`src/rtl/riscv_pkg.sv`:
```
// Shared RISC-V front-end definitions: word widths, the canonical NOP, and
// the {pc, instr} pair carried through the fetch queue.
package riscv_pkg;

  localparam int XLEN = 32;

  localparam logic [XLEN-1:0] NOP_INSTR        = 32'h0000_0013;
  localparam logic [XLEN-1:0] DEFAULT_RESET_PC = 32'h0000_0000;
  localparam logic [XLEN-1:0] INSTR_BYTES      = 32'd4;

  typedef struct packed {
    logic [XLEN-1:0] pc;
    logic [XLEN-1:0] instr;
  } fetch_entry_t;

  // Instruction addresses are word aligned; the low two bits never carry meaning.
  function automatic logic [XLEN-1:0] align_pc(input logic [XLEN-1:0] addr);
    return {addr[XLEN-1:2], 2'b00};
  endfunction

endpackage

```
`src/rtl/fetch_fifo.sv`:
```
// Synchronous prefetch FIFO of {pc, instr} entries. Flush wins over push and
// pop; a push is accepted on a full queue only when a pop frees a slot.
module fetch_fifo
  import riscv_pkg::*;
#(
  parameter  int DEPTH = 4,
  localparam int PTR_W = $clog2(DEPTH),
  localparam int CNT_W = PTR_W + 1
) (
  input  logic               clk,
  input  logic               rst,
  input  logic               flush,
  input  logic               push,
  input  logic               pop,
  input  fetch_entry_t       din,
  output fetch_entry_t       dout,
  output logic               full,
  output logic               empty,
  output logic [CNT_W-1:0]   count
);

  fetch_entry_t     mem_reg [DEPTH];
  logic [PTR_W-1:0] wr_ptr_reg, wr_ptr_next;
  logic [PTR_W-1:0] rd_ptr_reg, rd_ptr_next;
  logic [CNT_W-1:0] count_reg, count_next;
  logic             do_push;
  logic             do_pop;

  assign empty = (count_reg == '0);
  assign full  = (count_reg == CNT_W'(DEPTH));
  assign count = count_reg;

  assign do_pop  = pop && !empty && !flush;
  assign do_push = push && (!full || do_pop) && !flush;

  always_comb begin
    wr_ptr_next = wr_ptr_reg;
    rd_ptr_next = rd_ptr_reg;
    count_next  = count_reg;
    if (flush) begin
      wr_ptr_next = '0;
      rd_ptr_next = '0;
      count_next  = '0;
    end else begin
      // DEPTH is a power of two, so pointer overflow is the wrap.
      if (do_push) wr_ptr_next = wr_ptr_reg + PTR_W'(1);
      if (do_pop)  rd_ptr_next = rd_ptr_reg + PTR_W'(1);
      case ({do_push, do_pop})
        2'b10:   count_next = count_reg + CNT_W'(1);
        2'b01:   count_next = count_reg - CNT_W'(1);
        default: count_next = count_reg;
      endcase
    end
  end

  always_ff @(posedge clk or posedge rst) begin
    if (rst) begin
      wr_ptr_reg <= '0;
      rd_ptr_reg <= '0;
      count_reg  <= '0;
    end else begin
      wr_ptr_reg <= wr_ptr_next;
      rd_ptr_reg <= rd_ptr_next;
      count_reg  <= count_next;
    end
  end

  // Storage is not reset: contents are meaningless whenever count is zero.
  always_ff @(posedge clk) begin
    if (do_push) mem_reg[wr_ptr_reg] <= din;
  end

  assign dout = mem_reg[rd_ptr_reg];

endmodule

```
`src/rtl/instr_fetch.sv`:
```
// Instruction fetch unit: owns the fetch PC, captures instr_mem returns into a
// prefetch queue and hands them to decode over a valid/ready handshake.
module instr_fetch
  import riscv_pkg::*;
#(
  parameter logic [XLEN-1:0] RESET_PC = DEFAULT_RESET_PC,
  parameter int              DEPTH    = 4
) (
  input  logic            clk,
  input  logic            rst,
  output logic [XLEN-1:0] a_instr,
  input  logic [XLEN-1:0] rd_instr,
  input  logic            fetch_en,
  input  logic            redirect_valid,
  input  logic [XLEN-1:0] redirect_pc,
  output logic            out_valid,
  input  logic            out_ready,
  output logic [XLEN-1:0] out_instr,
  output logic [XLEN-1:0] out_pc
);

  localparam int CNT_W = $clog2(DEPTH) + 1;

  logic [XLEN-1:0]  fetch_pc_reg, fetch_pc_next;
  fetch_entry_t     push_entry;
  fetch_entry_t     head_entry;
  logic             fifo_full;
  logic             fifo_empty;
  logic [CNT_W-1:0] fifo_count;
  logic             do_push;
  logic             do_pop;

  // A redirect kills both sides of the queue in the same cycle, including a
  // head that decode was about to accept.
  assign do_pop  = out_valid && out_ready && !redirect_valid;
  assign do_push = fetch_en && !redirect_valid && (!fifo_full || do_pop);

  always_comb begin
    push_entry       = '0;
    push_entry.pc    = fetch_pc_reg;
    push_entry.instr = rd_instr;
  end

  always_comb begin
    fetch_pc_next = fetch_pc_reg;
    if (redirect_valid) begin
      fetch_pc_next = align_pc(redirect_pc);
    end else if (do_push) begin
      fetch_pc_next = fetch_pc_reg + INSTR_BYTES;
    end
  end

  always_ff @(posedge clk or posedge rst) begin
    if (rst) begin
      fetch_pc_reg <= align_pc(RESET_PC);
    end else begin
      fetch_pc_reg <= fetch_pc_next;
    end
  end

  assign a_instr = fetch_pc_reg;

  fetch_fifo #(
    .DEPTH (DEPTH)
  ) u_fifo (
    .clk   (clk),
    .rst   (rst),
    .flush (redirect_valid),
    .push  (do_push),
    .pop   (do_pop),
    .din   (push_entry),
    .dout  (head_entry),
    .full  (fifo_full),
    .empty (fifo_empty),
    .count (fifo_count)
  );

  assign out_valid = (fifo_count != '0);

  // An empty queue presents a harmless NOP so decode never sees stale data.
  always_comb begin
    out_instr = NOP_INSTR;
    out_pc    = '0;
    if (!fifo_empty) begin
      out_instr = head_entry.instr;
      out_pc    = head_entry.pc;
    end
  end

endmodule

```
`config.mk`:
```
export PLATFORM = sky130hd
export DESIGN_NAME = instr_fetch
export DESIGN_NICKNAME = d
export VERILOG_FILES = /design/src/rtl/riscv_pkg.sv /design/src/rtl/fetch_fifo.sv /design/src/rtl/instr_fetch.sv
export SDC_FILE = /design/constraint.sdc
export NUM_CORES = 1
export LEC_CHECK = 0
export ABC_CLOCK_PERIOD_IN_PS = 3700
export BUFFER_PORTS_ARGS = -buffer_cell sky130_fd_sc_hd__buf_2
export CAP_MARGIN = 10
export CELL_PAD_IN_SITES_DETAIL_PLACEMENT = 1
export CELL_PAD_IN_SITES_GLOBAL_PLACEMENT = 2
export CORE_MARGIN = 2
export CORE_UTILIZATION = 42
export CTS_CLUSTER_SIZE = 16
export DETAILED_ROUTE_END_ITERATION = 7
export PLACE_DENSITY = 0.85
export SLEW_MARGIN = 20
export SYNTH_ARGS = -nofsm -noshare
export SYNTH_HDL_FRONTEND = slang
export SYNTH_SLANG_ARGS = --single-unit
```
`constraint.sdc`:
```
create_clock -name clk -period 3.7 [get_ports clk]
set_input_delay 0.185 -clock clk [delete_from_list [all_inputs] [get_ports clk]]
set_output_delay 0.185 -clock clk [all_outputs]
set_load 0.05 [all_outputs]
```
* Word-level counts from Yosys, hierarchy flattened
Memory sizes are Yosys's and may differ from the RTL's. Cells that the tools add are included. Widths: inputs -> output; s select.
Storage, ports and cells: bits in registers 39, bits in writable memories 256, output and inout bits 97, word-level logic and storage cells 44, memories 1
Cells by class: add/subtract/negate cells 5, equality and inequality tests 3, multiplexer cells 12, reduce and logical (&&, ||, !) cells 19
Memories:
- u_fifo.mem_reg | depth 4, bits a word 64, read ports 1, clocked after memory_dff 0, wr ports 1, line fetch_fifo.sv:22 | fetch_entry_t mem_reg [DEPTH];
Operator list (number):
- $mux 32 | 4
- $add 32x3->32 const B | 1
- $logic_and 1x1->1 | 8
- $mux 2 | 4
- $pmux 3 s2 | 1
- $reduce_bool 2->1 | 3
- $reduce_bool 3->1 | 2
- $add 2x1->2 const B | 2
- $add 3x1->3 const B | 1
- $eq 3x3->1 const B | 1
- $logic_not 1->1 | 3
- $logic_not 3->1 | 1
- $mux 3 | 1
- $sub 3x1->3 const B | 1
- $eq 2x1->1 const B | 1
- $eq 2x2->1 const B | 1
- $logic_or 1x1->1 | 2
- $mux 1 | 2

* Logic depth before layout (Yosys ltp)
Gate-level depths: netlist of the first run.
depth after elaboration 11, gate-level depth with buffers 8, mapped depth without buffers 7

* By module
Synthesis of the first run repeated with hierarchy kept, for this count alone.
Second synthesis, totals: cell total of the unflattened synthesis 660, area total of the unflattened synthesis 11995.3 um^2
By module, submodules not included:
- fetch_fifo | times used 1, cells each 397, area an instance 9766.9 um^2
- instr_fetch | times used 1, cells each 263, area an instance 2228.4 um^2

* Worst setup path before layout of the first run
No wires, ideal clock.
kind reg2reg, start point register u_fifo.count_reg[0], in the netlist u_fifo.count[0], end point memory u_fifo.mem_reg[0][0] (netlist bit) (enable), setup time 0.427 ns, arrival time 2.567 ns, required time 3.273 ns, path slack 0.706 ns, stages on the path, launching flop included 6, buffers on the path 1, cells stage by stage dfrtp_1 > or4b_1 > nand2_1 > buf_2 > nor2_1 > and2_1
Between the ends: word-level cells in the longest chain between the ends 10, elaborated cells between the ends (all ways) 16, classes of those cells 1 x eq/ne; 2 x mux; 13 x reduce/logical
RTL lines:
- from (decl) | line fetch_fifo.sv:25 | logic [CNT_W-1:0] count_reg, count_next;
- from (signal assigned) | line fetch_fifo.sv:64 | count_reg <= count_next;
- $reduce_bool 3->1 | line instr_fetch.sv:78 | assign out_valid = (fifo_count != '0);
- $logic_and 1x1->1 (2 in series) | line instr_fetch.sv:35 | assign do_pop = out_valid && out_ready && !redirect_valid;
- $logic_and 1x1->1 (2 in series) | line fetch_fifo.sv:33 | assign do_pop = pop && !empty && !flush;
- $logic_or 1x1->1 | line fetch_fifo.sv:34 | assign do_push = push && (!full || do_pop) && !flush;
- $logic_and 1x1->1 (*) (2 in series) | line fetch_fifo.sv:34
- $mux 1 (*) | line fetch_fifo.sv:70 | if (do_push) mem_reg[wr_ptr_reg] <= din;
- $mux 1 (implied by the code) (*) | line fetch_fifo.sv:70
- to (decl) | line fetch_fifo.sv:22
Every way passes the cells marked *; elsewhere a longest branch is shown, timed or not.

* Worst setup path after layout of the first run
start point register u_fifo.count_reg[1], in the netlist u_fifo.count[1], end point output port out_pc[8]
Between the ends: word-level cells in the longest chain between the ends 2
RTL lines:
- $logic_not 3->1 | line fetch_fifo.sv:29 | assign empty = (count_reg == '0);
- $mux 32 | line instr_fetch.sv:84 | if (!fifo_empty) begin
- to (decl) | line instr_fetch.sv:19 | output logic [XLEN-1:0] out_pc
No other way between the ends.

==> run summary, run 1 <==
## Outcome
- completed — run status

## Floorplanning
- 61 — standard-cell row count
- 42.4% — Initial Utilization
- 29200 um^2 — die footprint
- 166 — number of primary I/O pins
- 171 um — height of the die
- 27600 um^2 — core outline area
- 171 um — Die Span X

## Place
- 1176 — # placed instances
- 12900 um^2 — Post-Place Cell Area
- 0.738 — Final GP Congestion
- 16100 um — final HPWL from detailed placement
- 159 — Port Buffers

## Timing
- 0.0130 ns — worst setup skew after layout
- 1.02 ns — measured slew at the worst slew-check pin
- false — RSZ-0062 raised after global routing
- 0 — total of endpoints with negative setup slack in the final report
- 0 ns — Total Neg Setup Slack
- 0 — final count of pins violating max slew
- 32.2% — relative max-transition margin
- 0 — count of final hold-check violations
- 3.03 ns — minimum clock period after layout
- 331 MHz — highest achievable clock rate
- 81.8% — fin crit share

## Clock network
- 29 — clock buffer count from CTS
- 0.06 ns — clock-pin transition on the worst setup and hold timing paths
- sky130_fd_sc_hd__clkbuf_16 — root cell of the clock tree
- 0.54 ns — Clock Latency Late Sink
- 0 — number of cells upsized or downsized after cts
- 1 — CTS H-tree lvls
- done — CTS tree
- 285 — count of clock tree sinks
- 3 — deepest clock path buffer count

## Worst hold path
- out_ready — startpoint of the lowest-slack hold path
- u_fifo.rd_ptr_reg[0] — WHS Endpoint
- 4 — hold-critical path depth
- primary input to flop — worst min path class

## Global route
- 0 — initial antenna violation count
- met2 — global-route layer with the greatest usage
- 0 — GR Overflow Total
- 63 — largest net degree at the start of global routing
- 25.3% — global-route met1 utilization
- 32.2% — M2 GR Usage
- 42000 um — first-pass GRT wire length
- 7421 — via count of the first global-routing pass
- 2.43% — met3 demand-to-capacity share in global routing
- 18.8% — overall global routing resource usage

## Worst setup path
- a_instr[4] — worst reg2reg path startpoint
- 1.15 ns — setup slack of the most critical reg-to-reg path
- flop — startpoint types
- 2.84 ns — Worst EP arrival
- output pin — crit path capture type
- a_instr[20] — R2R Path End
- 27 — Worst Path Max Fanout
- flop to output pin — Worst Path Class, Setup
- 3.51 ns — Critical Path RT
- nor3_1 -> inv_2 -> buf_4 -> and2_1 -> buf_2 — chain of cells forming the critical path
- 0.68 ns — Crit path largest cell delay
- buffers and inverters — category of cells accounting for the largest share of critical-path delay
- 4 — Worst R2R Path Depth
- sky130_fd_sc_hd__nor3_1 — Worst path slowest cell
- 3 — Bufs and invs on worst path

## Drt
- 27100 um — Final Routed Wirelength
- 433 — Starting DRT DRC Count
- 21.0 um — average routed wire per standard cell
- 0 — DRC Markers
- 0 — Routed Antenna Nets
- 6864 — via count
- 5 — First-pass DRT Iterations
- 5.31 — post-DR vias/cell

## Final layout
- 31.4% — share of layout cells above drive strength 1
- 0 — Antenna Cells
- 967 — layout net count
- 23.2% — post-synthesis to final-layout area growth
- 14400 um^2 — cell area after layout
- 1292 — post-route insts no fill
- 248 — flip-flop count of the largest register, all copies and words added

## Pwr
- 545 nW/um^2 — total power divided by cell area
- 0.339 mV — largest vdd supply drop
- 5.07 nW — static leakage
- 7.86 mW — total power after layout

## Yosys
- sky130_fd_sc_hd__edfxtp_1, sky130_fd_sc_hd__and2_1, sky130_fd_sc_hd__mux4_2 — most frequent cells after synthesis
- 248 — number of flops mapped to enable cells by yosys
- sky130_fd_sc_hd__edfxtp_1 — most repeated cell in the gate-level netlist after synthesis
- sky130_fd_sc_hd__edfxtp_1, sky130_fd_sc_hd__mux4_2, sky130_fd_sc_hd__dfrtp_1 — top cells by area in the synthesized netlist
- 71.6% — sequential area share after synthesis
- 667 — gate count of the mapped netlist
- sky130_fd_sc_hd__edfxtp_1 — Top FF cell, synth
- sky130_fd_sc_hd__edfxtp_1 — most area-hungry cell type in the Yosys netlist
- 285 — count of state elements after synthesis
- 0 — Warnings, synthesis
- 48 — post-synth cell types
- 17.5 um^2 — Post-Syn Area per Cell
- 11700 um^2 — Post-Synthesis Cell Area
- 63.6% — Synth top area share
- 13.0% — fraction of synthesis flops using an asynchronous set or reset pin

## Run
- 0 — max-cap violations

## how the worst max path moves through the flow
stage / start / endpoint / slack, ns / depth (start not counted)
after floorplan: u_fifo.count[0] / u_fifo.mem_reg[0][0] / 0.71 / 5
after global placement: u_fifo.count[0] / out_pc[8] / 1.21 / 5
after detailed placement: a_instr[4] / a_instr[20] / 1.15 / 4
after CTS: u_fifo.count[0] / out_instr[13] / 0.62 / 5
after global routing: u_fifo.count[0] / out_instr[10] / 0.46 / 5
final: u_fifo.count[1] / out_pc[8] / 0.67 / 5
## per-stage QoR
| stage | setup slack [ns] | util, % | hold slack, ns |
|---|---|---|---|
| 4_1_cts | 0.623 | 52.2 | 0.0806 |
| 6_report | 0.675 | 52.2 | 0.102 |
| 3_3_place_gp | 1.21 | 46.7 | 0.361 |
| 3_5_place_dp | 1.15 | 46.7 | 0.355 |
| 5_1_grt | 0.463 | 52.2 | 0.116 |
| 2_1_floorplan | 0.706 | - | 0.284 |
## layout by cell type, fill, tap and decap left out, types with 14 or more instances in the layout
master,n
sky130_fd_sc_hd__dlygate4sd3_1,63
sky130_fd_sc_hd__or4_1,17
sky130_fd_sc_hd__clkbuf_16,29
sky130_fd_sc_hd__and2_1,63
sky130_fd_sc_hd__dfrtp_1,35
sky130_fd_sc_hd__edfxtp_1,248
sky130_fd_sc_hd__o31ai_1,14
sky130_fd_sc_hd__nand3_1,15
sky130_fd_sc_hd__mux4_2,62
sky130_fd_sc_hd__nor2_1,25
sky130_fd_sc_hd__a31oi_1,18
sky130_fd_sc_hd__buf_2,159
sky130_fd_sc_hd__o21ai_0,15
sky130_fd_sc_hd__nand2_1,22
## kinds of logic after synthesis
kind of cell	Yosys count	share of synthesized area (%)
compound gates	59	3.34
xor+xnor	13	0.973
fa+ha+maj	6	0.706
buf+inv	50	1.88
flops	285	71.6
mux	63	12.0
other cells	1	0.0320
simple gates	190	9.50
## timing repair
action | 4_1_cts | 5_1_grt
endpoints found under the setup margin | 0 | 0
hold endpoints to repair | 195 | 0
buffers inserted | 0 | 0
hold buffers | 63 | 0
## report_power, final
part           switching (mW)  internal (mW)
sequential              0.142           3.65
combinational           0.905          0.440
clock                    1.16           1.56
total                    2.20           5.65
## area by class of cell
type                            instances  area [um^2]
Clock buffer                           39          793
Clock inverter                         14         91.3
Fill cell                            2653        13200
Inverter                                8         30.0
Multi-Input combinational cell        335         3130
Sequential cell                       285         8380
Tap cell                              378          473
Timing Repair Buffer                  233         1520
## metal layers
layer | share of wire, % | vias up
met3 | 4.3 | 41
met5 | 0 | -
met2 | 50 | 183
met4 | 2.4 | 0
li1 | - | 3100
met1 | 43 | 3540
## worst reg2reg max path, delay by kind of cell, from the launching register on
kind	cells	cell delay (ns)
AO/OA/AOI/OAI	1	0.19
flip-flops	1	0.51
AND/OR/NAND/NOR	3	1.78
Power figures use the tool's default switching activity.
==> inputs of run 2 (changes only) <==
--- a/config.mk
+++ b/config.mk
@@ -5,16 +5,17 @@
 export SDC_FILE = /design/constraint.sdc
 export NUM_CORES = 1
 export LEC_CHECK = 0
-export ABC_CLOCK_PERIOD_IN_PS = 3700
+export ABC_AREA = 1
+export ABC_CLOCK_PERIOD_IN_PS = 2400
 export BUFFER_PORTS_ARGS = -buffer_cell sky130_fd_sc_hd__buf_2
 export CAP_MARGIN = 10
 export CELL_PAD_IN_SITES_DETAIL_PLACEMENT = 1
 export CELL_PAD_IN_SITES_GLOBAL_PLACEMENT = 2
 export CORE_MARGIN = 2
-export CORE_UTILIZATION = 42
+export CORE_UTILIZATION = 34
 export CTS_CLUSTER_SIZE = 16
 export DETAILED_ROUTE_END_ITERATION = 7
-export PLACE_DENSITY = 0.85
+export PLACE_DENSITY = 0.83
 export SLEW_MARGIN = 20
 export SYNTH_ARGS = -nofsm -noshare
 export SYNTH_HDL_FRONTEND = slang
==> constraint.sdc (replaced) <==
create_clock -name clk -period 2.4 [get_ports clk]
set_input_delay 0.12 -clock clk [delete_from_list [all_inputs] [get_ports clk]]
set_output_delay 0.12 -clock clk [all_outputs]
set_load 0.05 [all_outputs]
==> run 2 against run 1 <==
Against the previous run: via count up 34%; final area is 7.8% higher; global-route usage fell by 0.20 points; sequential share of layout area fell by 4.2 points; critical path type unchanged; largest power group unchanged.
==> run summary, run 2 <==
## Place
- 13800 um^2 — Post-Place Cell Area, was 12900 um^2
- 159 — Port Buffers, unchanged
- 22000 um — final HPWL from detailed placement, was 16100 um
- 0.771 — Final GP Congestion, was 0.738

## Yosys
- 10.5 um^2 — Post-Syn Area per Cell, was 17.5 um^2
- sky130_fd_sc_hd__nor2_1, sky130_fd_sc_hd__edfxtp_1, sky130_fd_sc_hd__nand2_1 — most frequent cells after synthesis, was sky130_fd_sc_hd__edfxtp_1, sky130_fd_sc_hd__and2_1, sky130_fd_sc_hd__mux4_2
- sky130_fd_sc_hd__edfxtp_1 — Top FF cell, synth, unchanged
- 0 — Warnings, synthesis, unchanged
- 248 — number of flops mapped to enable cells by yosys, unchanged
- 0.713% — area share of xor/xnor cells in the synthesized design, was 0.973%
- 9.07% — fraction of the mapped netlist area in compound gates, was 3.34%
- 0.672% — Post-Synth Adder-Cell Area, was 0.706%
- 60.6% — Synth top area share, was 63.6%
- 17.4% — simple-gate portion of the synthesized area, was 9.50%
- 285 — count of state elements after synthesis, unchanged
- 68.1% — sequential area share after synthesis, was 71.6%
- simple AND/OR/NAND/NOR gates — dominant combinational cell family by area after synthesis, was multiplexers
- 13.0% — fraction of synthesis flops using an asynchronous set or reset pin, unchanged
- 12300 um^2 — Post-Synthesis Cell Area, was 11700 um^2
- sky130_fd_sc_hd__edfxtp_1, sky130_fd_sc_hd__nor2_1, sky130_fd_sc_hd__dfrtp_1 — top cells by area in the synthesized netlist, was sky130_fd_sc_hd__edfxtp_1, sky130_fd_sc_hd__mux4_2, sky130_fd_sc_hd__dfrtp_1
- 37 — post-synth cell types, was 48
- sky130_fd_sc_hd__nor2_1 — most repeated cell in the gate-level netlist after synthesis, was sky130_fd_sc_hd__edfxtp_1
- 1167 — gate count of the mapped netlist, was 667
- sky130_fd_sc_hd__edfxtp_1 — most area-hungry cell type in the Yosys netlist, unchanged
- 0% — portion of netlist area occupied by mux cells, was 12.0%

## Worst setup path
- 2.28 ns — Critical Path RT, was 3.51 ns
- sky130_fd_sc_hd__dfrtp_4 — Worst path slowest cell, was sky130_fd_sc_hd__nor3_1
- 4 — Bufs and invs on worst path, was 3
- 2.21 ns — Worst EP arrival, was 2.84 ns
- flop to output pin — Worst Path Class, Setup, unchanged
- buffers and inverters — category of cells accounting for the largest share of critical-path delay, unchanged
- clkinv_2 -> buf_12 -> buf_16 -> nor2_1 -> nor2_1 -> o21ai_0 -> o311ai_1 -> clkbuf_4 — chain of cells forming the critical path, was nor3_1 -> inv_2 -> buf_4 -> and2_1 -> buf_2
- sky130_fd_sc_hd__nor2_1 — most prevalent standard cell on the critical path
- output pin — crit path capture type, unchanged
- 0.55 ns — Crit path largest cell delay, was 0.68 ns
- 27 — Worst Path Max Fanout, unchanged
- flop — startpoint types, unchanged

## Final layout
- sky130_fd_sc_hd__nor2_1, sky130_fd_sc_hd__edfxtp_1, sky130_fd_sc_hd__nand2_1, sky130_fd_sc_hd__buf_2, sky130_fd_sc_hd__o21ai_0 — commonest cells after routing, fill and taps aside, was sky130_fd_sc_hd__edfxtp_1, sky130_fd_sc_hd__buf_2, sky130_fd_sc_hd__and2_1, sky130_fd_sc_hd__dlygate4sd3_1, sky130_fd_sc_hd__mux4_2
- sky130_fd_sc_hd__nor2_1 — most common cell after layout, fill and taps aside, was sky130_fd_sc_hd__edfxtp_1
- 3470 um^2 — area occupied by multi-input gates, was 3130 um^2
- 248 — flip-flop count of the largest register, all copies and words added, unchanged
- 1475 — layout net count, was 967
- 15500 um^2 — cell area after layout, was 14400 um^2
- 43.7% — post-layout util, was 52.2%
- 3947 — total of fill cells in the finished design, was 2653
- 26.4% — post-synthesis to final-layout area growth, was 23.2%
- 0 — Antenna Cells, unchanged
- 8380 um^2 — sequential standard cell area, unchanged
- 18.5% — share of layout cells above drive strength 1, was 31.4%

## Pwr
- 815 nW/um^2 — total power divided by cell area, was 545 nW/um^2
- 8.92 mW — Pint, was 5.65 mW
- 3.74 mW — net switching power of the design, was 2.20 mW
- 46.6% — Reg power frac, was 48.3%
- 6.02 nW — static leakage, was 5.07 nW
- 16.7% — relative contribution of combinational cells to total power, was 17.1%
- 0.451 mV — largest vdd supply drop, was 0.339 mV
- 36.7% — clock share of power, was 34.6%
- 29.5% — switching part of the total power, was 28.1%

## Timing
- true — RSZ-0062 raised after global routing, was false
- 97.1% — fin crit share
- 429 MHz — highest achievable clock rate
- 2.33 ns — minimum clock period after layout
- 0.501 ns — measured slew at the worst slew-check pin, was 1.02 ns
- 66.6% — relative max-transition margin, was 32.2%
- 0 — count of final hold-check violations, unchanged
- 0 — total of endpoints with negative setup slack in the final report, unchanged
- 0.0173 ns — worst setup skew after layout, was 0.0130 ns
- 0 — final count of pins violating max slew, unchanged

## Clock network
- 34 — clock buffer count from CTS, was 29
- done — CTS tree, unchanged
- 3 — deepest clock path buffer count, unchanged
- 0.05 ns — clock-pin transition on the worst setup and hold timing paths, was 0.06 ns
- 285 — count of clock tree sinks, unchanged
- 2 — CTS H-tree lvls, was 1
- 0.51 ns — Clock Latency Late Sink, was 0.54 ns
- sky130_fd_sc_hd__clkbuf_16 — root cell of the clock tree, unchanged

## Drt
- 9226 — via count, was 6864
- 4.89 — post-DR vias/cell, was 5.31
- 0 — Routed Antenna Nets, unchanged
- 19.1 um — average routed wire per standard cell, was 21.0 um
- 0 — DRC Markers, unchanged
- 4 — First-pass DRT Iterations, was 5
- 36000 um — Final Routed Wirelength, was 27100 um
- 424 — Starting DRT DRC Count, was 433

## Floorplanning
- 35600 um^2 — core outline area, was 27600 um^2
- 166 — number of primary I/O pins, unchanged
- 69 — standard-cell row count, was 61
- 194 um — height of the die, was 171 um
- 194 um — Die Span X, was 171 um
- 34.6% — Initial Utilization, was 42.4%
- 37700 um^2 — die footprint, was 29200 um^2

## Run
- 0 — max-cap violations, unchanged

## Global route
- 18.6% — overall global routing resource usage, was 18.8%
- 93 — largest net degree at the start of global routing, was 63
- 54900 um — first-pass GRT wire length, was 42000 um
- 9777 — via count of the first global-routing pass, was 7421
- 0 — GR Overflow Total, unchanged
- 1 — initial antenna violation count, was 0

## Worst hold path
- primary input to flop — worst min path class, unchanged

## Outcome
- completed — run status, unchanged

==> run 2: cell types whose count changed after synthesis, moves of 18 or more <==
cell / previous run / this run
sky130_fd_sc_hd__mux4_2: 62 / 0
sky130_fd_sc_hd__nor2_1: 25 / 301
sky130_fd_sc_hd__and2_1: 67 / 0
sky130_fd_sc_hd__nand2_1: 22 / 183
sky130_fd_sc_hd__a21oi_1: 2 / 62
sky130_fd_sc_hd__inv_1: 7 / 51
sky130_fd_sc_hd__nand3_1: 15 / 33
sky130_fd_sc_hd__o21ai_0: 15 / 133
==> run 2: cells by family (layout without fill, tap and decap cells) <==
group                    Yosys count  in the layout
flip-flops                       285            285
XOR/XNOR                          10             10
adder cells (fa/ha/maj)            6              6
AND/OR/NAND/NOR                  535            535
AO/OA/AOI/OAI                    215            215
other                              1              4
buffers and inverters            115            369
==> run 2: layout make-up <==
cell class / count / area share, %
Sequential cell: 285 / 53.9
Clock inverter: 11 / 0.467
Inverter: 58 / 1.43
Tap cell: 461 / 3.71
Clock buffer: 49 / 5.97
Multi-Input combinational cell: 770 / 22.3
Timing Repair Buffer: 251 / 12.1
==> run 2: metal layers <==
metal,track usage (%),vias up,wire length (um)
li1,-,4417,-
met1,24.4,4576,16400
met2,32.7,182,17600
met3,2.70,49,1300
met4,4.15,2,683
met5,0,-,11
==> run 2: worst min-delay path, cell delays in order <==
cell                      delay [ns]
sky130_fd_sc_hd__buf_2          0.13
sky130_fd_sc_hd__nand2_1        0.09
sky130_fd_sc_hd__a21oi_2        0.08
sky130_fd_sc_hd__nand2_1        0.07
sky130_fd_sc_hd__o21ai_1        0.06
==> run 2: stage by stage <==
step | power (mW) | setup slack [ns] | hold slack (ns) | cells | TNS (ns)
2_1_floorplan | 7.29 | -0.428 | 0.219 | 1170 | -53.05
3_3_place_gp | 7.92 | 0.507 | 0.197 | 1760 | 0
3_5_place_dp | 7.98 | 0.397 | 0.201 | 1760 | 0
4_1_cts | 12.7 | -0.00534 | 0.0720 | 1883 | -0.00534
5_1_grt | 13.2 | -0.0131 | 0.110 | 1885 | -0.0394
6_report | 12.7 | 0.0706 | 0.0853 | 1885 | 0
==> run 2: repair_timing <==
item,in CTS,in global routing
endpoints found under the setup margin,1,58
gates resized for setup,0,34
setup buffers,0,0
endpoints found under the hold margin,195,0
hold buffers,63,0
cloned,0,2
==> run 2: final timing paths <==
kind,slack [ns],startpoint,cells past startpoint,endpoint
setup / recovery,0.07,u_fifo.rd_ptr_reg[0],8,out_instr[4]
hold / removal,0.09,fetch_en,5,u_fifo.wr_ptr_reg[0]
setup reg to reg,0.42,u_fifo.count[0],9,u_fifo.count[2]
hold reg to reg,0.60,u_fifo.count[1],2,u_fifo.count[1]
max in group asynchronous,1.94,rst,4,u_fifo.rd_ptr_reg[0]
min in group asynchronous,0.23,rst,4,a_instr[24]
==> run 2: power by group through the flow <==
stage               Sequential (mW)  Combinational (mW)  Clock, mW
floorplan                      6.12                1.17          0
global route                   5.93                2.29       4.98
finish                         5.90                2.11       4.65
detailed placement             5.99                1.99          0
CTS                            5.90                2.07       4.75
global placement               5.98                1.95          0
